===== src/rtl/latch_counter_unit.sv =====
// Load/clear data register plus a modulo up-counter with a programmable terminal value.
// Optional macro LATCH_COUNTER_SATURATE_EN makes the counter hold at CNT_MAX instead of wrapping.
module latch_counter_unit #(
    parameter int unsigned         LATCH_W = 8,
    parameter int unsigned         CNT_W   = 4,
    parameter logic [CNT_W-1:0]    CNT_MAX = {CNT_W{1'b1}}
) (
    input  logic               clk,
    input  logic               rst,
    input  logic [LATCH_W-1:0] d_in,
    input  logic               latch_set,
    input  logic               latch_clr,
    output logic [LATCH_W-1:0] q_out,
    input  logic               cnt_en,
    input  logic               cnt_clr,
    output logic [CNT_W-1:0]   count,
    output logic               cnt_at_max
);

    logic [LATCH_W-1:0] q_d, q_q;
    logic [CNT_W-1:0]   count_d, count_q;
    logic               at_max;

    // Terminal compare stays at CNT_W bits so a full 2^CNT_W range cannot overflow.
    assign at_max = (count_q == CNT_MAX);

    // Latch: clear beats set, otherwise hold.
    always_comb begin
        q_d = q_q;
        if (latch_clr) begin
            q_d = '0;
        end else if (latch_set) begin
            q_d = d_in;
        end
    end

    // Counter: clear beats enable, otherwise hold.
    always_comb begin
        count_d = count_q;
        if (cnt_clr) begin
            count_d = '0;
        end else if (cnt_en) begin
            if (at_max) begin
`ifdef LATCH_COUNTER_SATURATE_EN
                count_d = CNT_MAX;
`else
                count_d = '0;
`endif
            end else begin
                count_d = count_q + 1'b1;
            end
        end
    end

    always_ff @(posedge clk) begin
        if (!rst) begin
            q_q     <= '0;
            count_q <= '0;
        end else begin
            q_q     <= q_d;
            count_q <= count_d;
        end
    end

    assign q_out      = q_q;
    assign count      = count_q;
    assign cnt_at_max = at_max;

endmodule


===== config.mk =====
export PLATFORM = sky130hd
export DESIGN_NAME = latch_counter_unit
export DESIGN_NICKNAME = d
export VERILOG_FILES = /design/src/rtl/latch_counter_unit.sv
export SDC_FILE = /design/constraint.sdc
export NUM_CORES = 1
export LEC_CHECK = 0
export CORE_AREA = 2 2 42 44
export CTS_CLUSTER_DIAMETER = 40
export DETAILED_ROUTE_END_ITERATION = 12
export DIE_AREA = 0 0 44 46
export PLACE_DENSITY = 0.77
export SLEW_MARGIN = 5
export SYNTH_ARGS = -nofsm -noshare
export SYNTH_HDL_FRONTEND = slang
export SYNTH_SLANG_ARGS = --single-unit

===== constraint.sdc =====
create_clock -name clk -period 1.34 [get_ports clk]
set_clock_uncertainty 0.15 [all_clocks]
set_input_delay 0.268 -clock clk [delete_from_list [all_inputs] [get_ports clk]]
set_output_delay 0.268 -clock clk [all_outputs]
set_load 0.02 [all_outputs]

==> run metrics <==
status finished with violations; largest net degree at the start of global routing 9; Hold Path Class reg2reg; Period minus WS final 1.45 ns; Critical Path End cnt_at_max; CP startpoint count[0]$_SDFFE_PP0P_; Clock Sinks 12; Synth Instances 48; initial antenna violation count 0; relative slew slack 0.819; wire per inst 10.9 µm; Setup violations, final 2; library cells used by synthesis 15; max cap viols 0; HPWL Detailed 919 µm; CP Data Required Time 0.92 ns; # nets final 101; sequential fraction of the synthesis area 0.503; Synth Area per Inst 9.96 µm²; port bufs 26; Non-Filler Instances 102; number of global-route vias before repair 462; CP endpoint kind output pin; worst slew pin tran 0.272 ns; Netlist Area Pre-Place 478 µm²; critical path class reg2out; Worst Reg2Reg Path Length in Cells 4; cts hold-fix bufs 0; vias per inst 4.46; Max Slew Vio Count 0; vias after detailed routing 455; total track usage 0.129; first-pass GRT wire length 1850 µm; hold slack 0.344 ns; worst vdd ir 0.494 mV; CTS H-tree lvls 1; DRC 0; Rows 15; adder-cell share of the synthesized area 0.0262; die area 0.00202 mm²; most common cell after layout, fill and taps aside clkdlybuf4s50_1; Period Utilization, post-route 1.08; layout cell share with drive strength beyond 1 0.376; placed inst area 831 µm²; top-level I/O count 27; routability congestion estimate 0.696; Layout area overhead 72.3%; GRT Residual Overflow 0; worst setup margin -0.114 ns; First-pass DRT Iterations 4; Reg2Reg Setup Slack -0.04 ns; PwrDens 845 mW/mm²; WP data arrival 1.04 ns; CTS tree yes; CTS buffer count 3; post-synthesis mux area share 0.188; main combinational cell family by area after synthesis simple AND/OR/NAND/NOR gates; total power 0.000696 W; fin area 823 µm²; xor-xnor portion of the synthesized cell area 0.0183; Detail Route Antenna Nets 0; CP startpoint kind flop; Core ar. 0.00161 mm²; crit-path max FO 2; f_max 688 MHz; #FFs+latches synth 12; failing checks setup timing; Routed WL 1110 µm; Net Count, Synth 63; DIE WIDTH 44 µm; Root Buffer clkbuf_4; leakage 0.374 nW; die height 46 µm; Skew-Pair Late Insertion Delay 0.26 ns; Starting Density 0.296; Reg clk slew, reported paths 0.07 ns; placed cell count 97; Worst R2R Start count[0]$_SDFFE_PP0P_; Compound-Gate Fraction of Synth Area 0.0497; Max Root-Sink Buffers 2; most frequent cells in the layout clkdlybuf4s50_1 (13), nor2_1 (10), mux2i_1 (9), dfxtp_1 (9), buf_4 (9); iteration-0 DRC count of the detailed router 2; Worst R2R End count[0]$_SDFFE_PP0P_; yosys warns 0; Hold Fails Final Rpt 0; post-synthesis simple-gate area fraction 0.196; RSZ-0062 raised after global routing yes; # diodes 0
worst min path at each step:
| stage | start | to | cells past startpoint | slack [ns] |
|---|---|---|---|---|
| floorplan | d_in[0] | q_out[0]$_SDFFE_PP0P_ | 2 | 0.27 |
| global placement | q_out[0]$_SDFFE_PP0P_ | q_out[0]$_SDFFE_PP0P_ | 2 | 0.32 |
| detailed placement | q_out[0]$_SDFFE_PP0P_ | q_out[0]$_SDFFE_PP0P_ | 2 | 0.33 |
| CTS | q_out[0]$_SDFFE_PP0P_ | q_out[0]$_SDFFE_PP0P_ | 2 | 0.35 |
| global route | q_out[0]$_SDFFE_PP0P_ | q_out[0]$_SDFFE_PP0P_ | 2 | 0.37 |
| finish | q_out[6]$_SDFFE_PP0P_ | q_out[6]$_SDFFE_PP0P_ | 2 | 0.34 |
area by class of cell:
class / count / area [µm²]
Sequential cell: 12 / 249
Timing Repair Buffer: 35 / 282
Tap cell: 17 / 21.3
Clock buffer: 3 / 22.5
Fill cell: 153 / 791
Multi-Input combinational cell: 34 / 245
Clock inverter: 1 / 3.75
cell usage after synthesis:
library cell / instances / area share
a21oi_1: 2 / 0.021
a21oi_2: 1 / 0.018
and3_4: 1 / 0.024
buf_1: 1 / 0.0078
buf_2: 1 / 0.010
dfxtp_1: 12 / 0.50
ha_1: 1 / 0.026
mux2i_1: 9 / 0.19
nand2_1: 3 / 0.024
nand2b_1: 3 / 0.039
nor2_1: 10 / 0.079
o21ai_0: 1 / 0.010
or3_1: 1 / 0.013
or3b_1: 1 / 0.018
xor2_1: 1 / 0.018
repair_timing:
action / in CTS / in global routing
hold endpoints to repair: 0 / 0
pin swaps: 2 / 1
resized for setup: 40 / 13
endpoints found under the setup margin: 14 / 13
setup buffers: 1 / 0
routing by layer:
metal  part of all wire  vias up  global-route usage  wire (µm)
met4                  0        0              0.0545          0
met3               0.12        0              0.0556        138
met1               0.41      197               0.125        450
li1                   -      235                   -          -
met5                  0        -                   0          0
met2               0.47       23               0.238        518
cells by family after synthesis:
kind of cell,count (synthesis)
AOI/OAI and AO/OA,4
xor gates and xnor gates,1
adders and majority gates,1
buffers and inverters,2
DFF,12
muxes,9
and+or+nand+nor,19
critical path: stages (launching register included):
cell and delay (ns):
dfxtp_4 0.35, ha_4 0.15, and3_4 0.14, buf_6 0.12
sequential cells by signal, indices dropped and copies added, names as in the netlist:
register,count
count,4
q_out,8
where the power goes:
part	leakage, nW	internal [W]	switching [W]	total [W]
sequential	0.0996	0.000363	0.00000549	0.000369
clock	0.0154	0.000107	0.000106	0.000214
combinational	0.260	0.0000676	0.0000453	0.000113
total	0.374	0.000538	0.000157	0.000696
stage by stage:
step                utilization  worst slack, ns  TNS (ns)
finish                    0.510           -0.114    -0.153
global route              0.510           -0.166    -0.241
CTS                       0.528           -0.130    -0.179
detailed placement        0.515           -0.316     -1.81
global placement          0.515           -0.307     -1.69
floorplan                     -          -0.0914   -0.0914
Note: power is estimated with default switching activity, not from simulation.
==> RTL edit 1, RTL diff (config.mk and constraints unchanged) <==
Build with the macro `LATCH_COUNTER_SATURATE_EN` defined.
--- a/src/rtl/latch_counter_unit.sv
+++ b/src/rtl/latch_counter_unit.sv
@@ -2,2 +2,4 @@
 // Optional macro LATCH_COUNTER_SATURATE_EN makes the counter hold at CNT_MAX instead of wrapping.
+`define LATCH_COUNTER_SATURATE_EN
+
 module latch_counter_unit #(
Formal check against the unedited RTL: same outputs for any inputs over 10 cycles, from zero or initial values; that may be too few to reach the edited logic, so the function may still have changed.
==> RTL edit 1 against the original RTL <==
The flow still finishes with violations (setup timing). Power shrank 0.43%. Highest routed layer unchanged. First-iteration DRC count up 50%. Final area increased by 0.61%. Via count increased by 2.4%. Routed wire length rose by 7.6%. Worst setup slack improved by 0.017 ns. Sequential cell count did not move. Area after synthesis is 3.1% higher.
==> RTL edit 1: results (changes against the original RTL) <==
The average cell area after synthesis was 10.3 sq um (+3.1%). The checks that failed: setup timing. The count of placed standard cells including taps was 96 (-1.0%). The maximum vdd ir drop is 0.492 mV (-0.38%). The setup-violating endpoint count in the final report came out at 2 (unchanged). The logs give 0.640 (-7.9%) for the routability congestion estimate and 19 (+4) for the number of distinct library cell variants in the gate-level netlist after synthesis. The run gives 501 (+8.4%) as the number of global-route vias before repair. The logs give 15.8% (+3.3 points) for the met1 track demand over resource in global routing and 1.02 ns (-0.02 ns) for the worst path arrival time. The transition time at the pin with the least slew margin is 0.274 ns (+0.00226 ns).

The flow ran to the end, but the final reports show violations. The first-pass GRT wire length is 2090 microns (+13%). The total track usage was 14.2% (+1.3 points); the sequential-to-total area share from yosys stat was 48.7% (-1.5 points).

The post-detailed-placement half-perimeter wirelength is 916 microns (-0.34%), and the delay of the slowest cell on the worst path is 0.40 ns (+0.05 ns). The logs give -0.0965 ns (+0.0172 ns) for the post-route worst setup slack and 25.0% (+1.2 points) for the met2 usage. The run gives 493 sq um (+3.1%) as the combined area of all synthesized cells. The count of fill cells added during filler insertion was 158 (+3.3%).

The area after detailed placement was 818 sq um (-1.5%); the static leakage was 0.000372 uW (-0.79%). The average via count per standard cell came out at 4.71 (+5.5%). The share of cells above drive strength 1 came out at 37.8% (+0.16 points). The tools report the aggregate routed wire length as 1190 microns (+7.6%). The maximum fanout count along the critical path is 3 (+1).
## RTL edit 1: repair_timing
item                                    4_1_cts  5_1_grt
endpoints found under the setup margin       13       12
pin swaps                                     0        1
buffers inserted                              0        2
gates cloned                                  0        0
resized for setup                            38       15
## RTL edit 1: layer usage
metal	up-vias	share of wire [%]
met4	0	0
met1	203	40
li1	237	-
met3	0	13
met5	-	0
met2	26	47
## RTL edit 1: final timing paths
path | startpoint | to | slack [ns] | cells past startpoint
setup / recovery | count[3] | count[3] | -0.1 | 1
setup reg to reg | count[0] | count[2] | 0.11 | 4
hold reg to reg | q_out[1] | q_out[1] | 0.35 | 2
hold / removal | q_out[1] | q_out[1] | 0.35 | 2
## RTL edit 1: cell families after synthesis
logic type / share of synthesized area, %
flip-flops: 48.7
multiplexers: 16.2
adder cells (fa/ha/maj): 2.54
buffers and inverters: 3.81
AND/OR/NAND/NOR: 20.1
AO/OA/AOI/OAI: 8.63
## RTL edit 1: power groups by stage
stage                     Clock [uW]  Sequential [uW]  Combinational [uW]
after floorplan                    0              395                35.3
after global placement             0              380                 121
after detailed placement           0              381                 123
after CTS                        214              374                 119
after global routing             240              374                 130
final                            202              372                 119
## RTL edit 1: layout make-up
class	instances	share of cell area, %
tap	17	2.57
multi-input combinational	32	30.7
timing repair buffer	33	33.4
inverter	2	0.906
clock buffer	3	2.72
sequential	12	29.8
## RTL edit 1: metrics by stage
stage / power [uW] / worst slack (ns) / setup TNS, ns
floorplan: 431 / 0.0394 / 0
global placement: 501 / -0.289 / -1.54
detailed placement: 505 / -0.295 / -1.79
CTS: 707 / -0.0881 / -0.156
global route: 743 / -0.155 / -0.287
finish: 693 / -0.0965 / -0.172
==> RTL edit 2, RTL diff (same settings) <==
Without the edit above. Register the output `cnt_at_max`, with the module's reset; this adds one clock of latency there. The other outputs are not delayed to match.
--- a/src/rtl/latch_counter_unit.sv
+++ b/src/rtl/latch_counter_unit.sv
@@ -66,3 +66,9 @@
     assign count      = count_q;
-    assign cnt_at_max = at_max;
+    always_ff @(posedge clk) begin
+        if (!rst) begin
+            cnt_at_max <= '0;
+        end else begin
+            cnt_at_max <= at_max;
+        end
+    end
 
Formal check against the unedited RTL: no difference found for any inputs over 10 cycles, from zero or initial values and one cycle with rst low; that may be too few to reach the edited logic, so the function may still have changed.
==> RTL edit 2 against the original RTL <==
First-iteration DRC count stayed put. Worst setup slack better by 0.16 ns. Power is 6.8% higher. Sequential cell count is 1 higher. Area after synthesis is 4.5% higher. Largest power group unchanged. Critical endpoint unchanged. Worst hold slack worse by 0.00093 ns. Final area is 0.61% higher. Routed wire length is 3.0% higher. Critical path type unchanged.
==> RTL edit 2: results (changes against the original RTL) <==
The most critical setup path has its endpoint at cnt_at_max. For the reg-to-reg setup timing slack, the log shows 0.10 ns (+0.14 ns). The run gives 1860 microns (+0.76%) as the first-pass GRT wire length.

The share of the core filled with cells in the final layout came out at 51.3% (+0.31 points). By area the synthesized netlist is led by sky130_fd_sc_hd__dfxtp_1 52%, sky130_fd_sc_hd__mux2i_1 18%, sky130_fd_sc_hd__nor2_1 8.3%. Ranked by instance count, the synthesized netlist is headed by 13 x sky130_fd_sc_hd__dfxtp_1, 11 x sky130_fd_sc_hd__nor2_1, 9 x sky130_fd_sc_hd__mux2i_1.

The number of global-route vias before repair is 482 (+4.3%), and the post-synthesis net count is 66 (+4.8%). The logs give 99 (+2.1%) for the count of placed standard cells including taps and 16 (+1) for the number of distinct library cell variants in the gate-level netlist after synthesis. The maximum vdd ir drop was 0.462 mV (-6.4%). The transition time at the pin with the least slew margin was 0.273 ns (+0.000827 ns). The slowest stage of the critical path belongs to the cell sky130_fd_sc_hd__dfxtp_1. The maximum fanout count along the critical path was 1 (-1); the static leakage was 0.000362 uW (-3.3%).

The critical path starts at cnt_at_max. The delay of the slowest cell on the worst path was 0.32 ns (-0.03 ns); the total design power was 743 uW (+6.8%). The pre-CTS setup slack is -0.150 ns (+0.166 ns), and the area after detailed placement is 825 sq um (-0.75%). The logs give 0 (-2) for the setup-violating endpoint count in the final report and 12.7% (-0.23 points) for the total track usage. The beginning of the worst register-to-register path was count[0].

The sequential-to-total area share from yosys stat came out at 52.1% (+1.9 points). The run finished with clean final reports. Routability congestion estimate: 0.741 (+6.5%). The post-route worst setup slack is 0.0491 ns (+0.163 ns).

The cell depth of the worst flop-to-flop path is 5 (+1). The internal power consumption was 578 uW (+7.3%); the port buffer count was 26 (unchanged). The aggregate routed wire length is 1140 microns (+3.0%), and the average cell area after synthesis is 9.79 sq um (-1.7%). For the clock share of power, the log shows 30.9% (+0.2 points). The count of fill cells added during filler insertion was 157 (+2.6%). The worst path arrival time came out at 0.87 ns (-0.17 ns). The run gives 0.343 ns (-0.000933 ns) as the final hold slack.

The run gives 912 microns (-0.78%) as the post-detailed-placement half-perimeter wirelength. Average via count per standard cell: 4.51 (+1.2%). The share of cells above drive strength 1 is 30.2% (-7.4 points), and the power in sequential cells is 400 uW (+8.4%).
## RTL edit 2: cell types whose count changed in the layout (fill, tap and decap cells not counted), moves of 2 or more
cell and delta:
sky130_fd_sc_hd__nand2_1 -2, sky130_fd_sc_hd__buf_2 -2, sky130_fd_sc_hd__dfxtp_1 +4, sky130_fd_sc_hd__buf_6 -3, sky130_fd_sc_hd__buf_4 -2, sky130_fd_sc_hd__nand2_2 +2, sky130_fd_sc_hd__dfxtp_4 -2, sky130_fd_sc_hd__clkdlybuf4s15_2 +5
## RTL edit 2: metal layers
metal  routed length, microns  vias to the layer above  track usage [%]
li1                         -                      238                -
met1                      428                      204             13.0
met2                      556                       23             23.8
met3                      155                        0             4.76
met4                        0                        0             3.64
met5                        0                        -                0
## RTL edit 2: how the worst min path moves through the flow
stage / start / endpoint / depth (start not counted)
after floorplan: rst / cnt_at_max / 2
after global placement: q_out[5] / q_out[5] / 2
after detailed placement: q_out[5] / q_out[5] / 2
after CTS: q_out[5] / q_out[5] / 2
after global routing: q_out[3] / q_out[3] / 2
final: q_out[5] / q_out[5] / 2
## RTL edit 2: final cells by class
cell class	count	area share (%)
timing repair buffer	33	34.3
tap	17	2.57
sequential	13	31.4
clock buffer	4	3.17
multi-input combinational	35	28.1
inverter	1	0.453
## RTL edit 2: what timing repair did
item | in CTS | in global routing
pin swaps | 0 | 1
buffers inserted | 0 | 0
hold endpoints to repair | 0 | 0
setup endpoints to repair | 13 | 8
resized for setup | 31 | 9
## RTL edit 2: cells by family (layout without fill, tap and decap cells)
group           Yosys count  after routing  synth area share, %
simple gates             20             20                 19.0
mux                       9              9                 18.0
xor+xnor                  1              1                 1.75
compound gates            4              4                 4.01
fa+ha+maj                 1              1                 2.51
buf+inv                   3             38                 2.50
flops                    13             13                 52.1
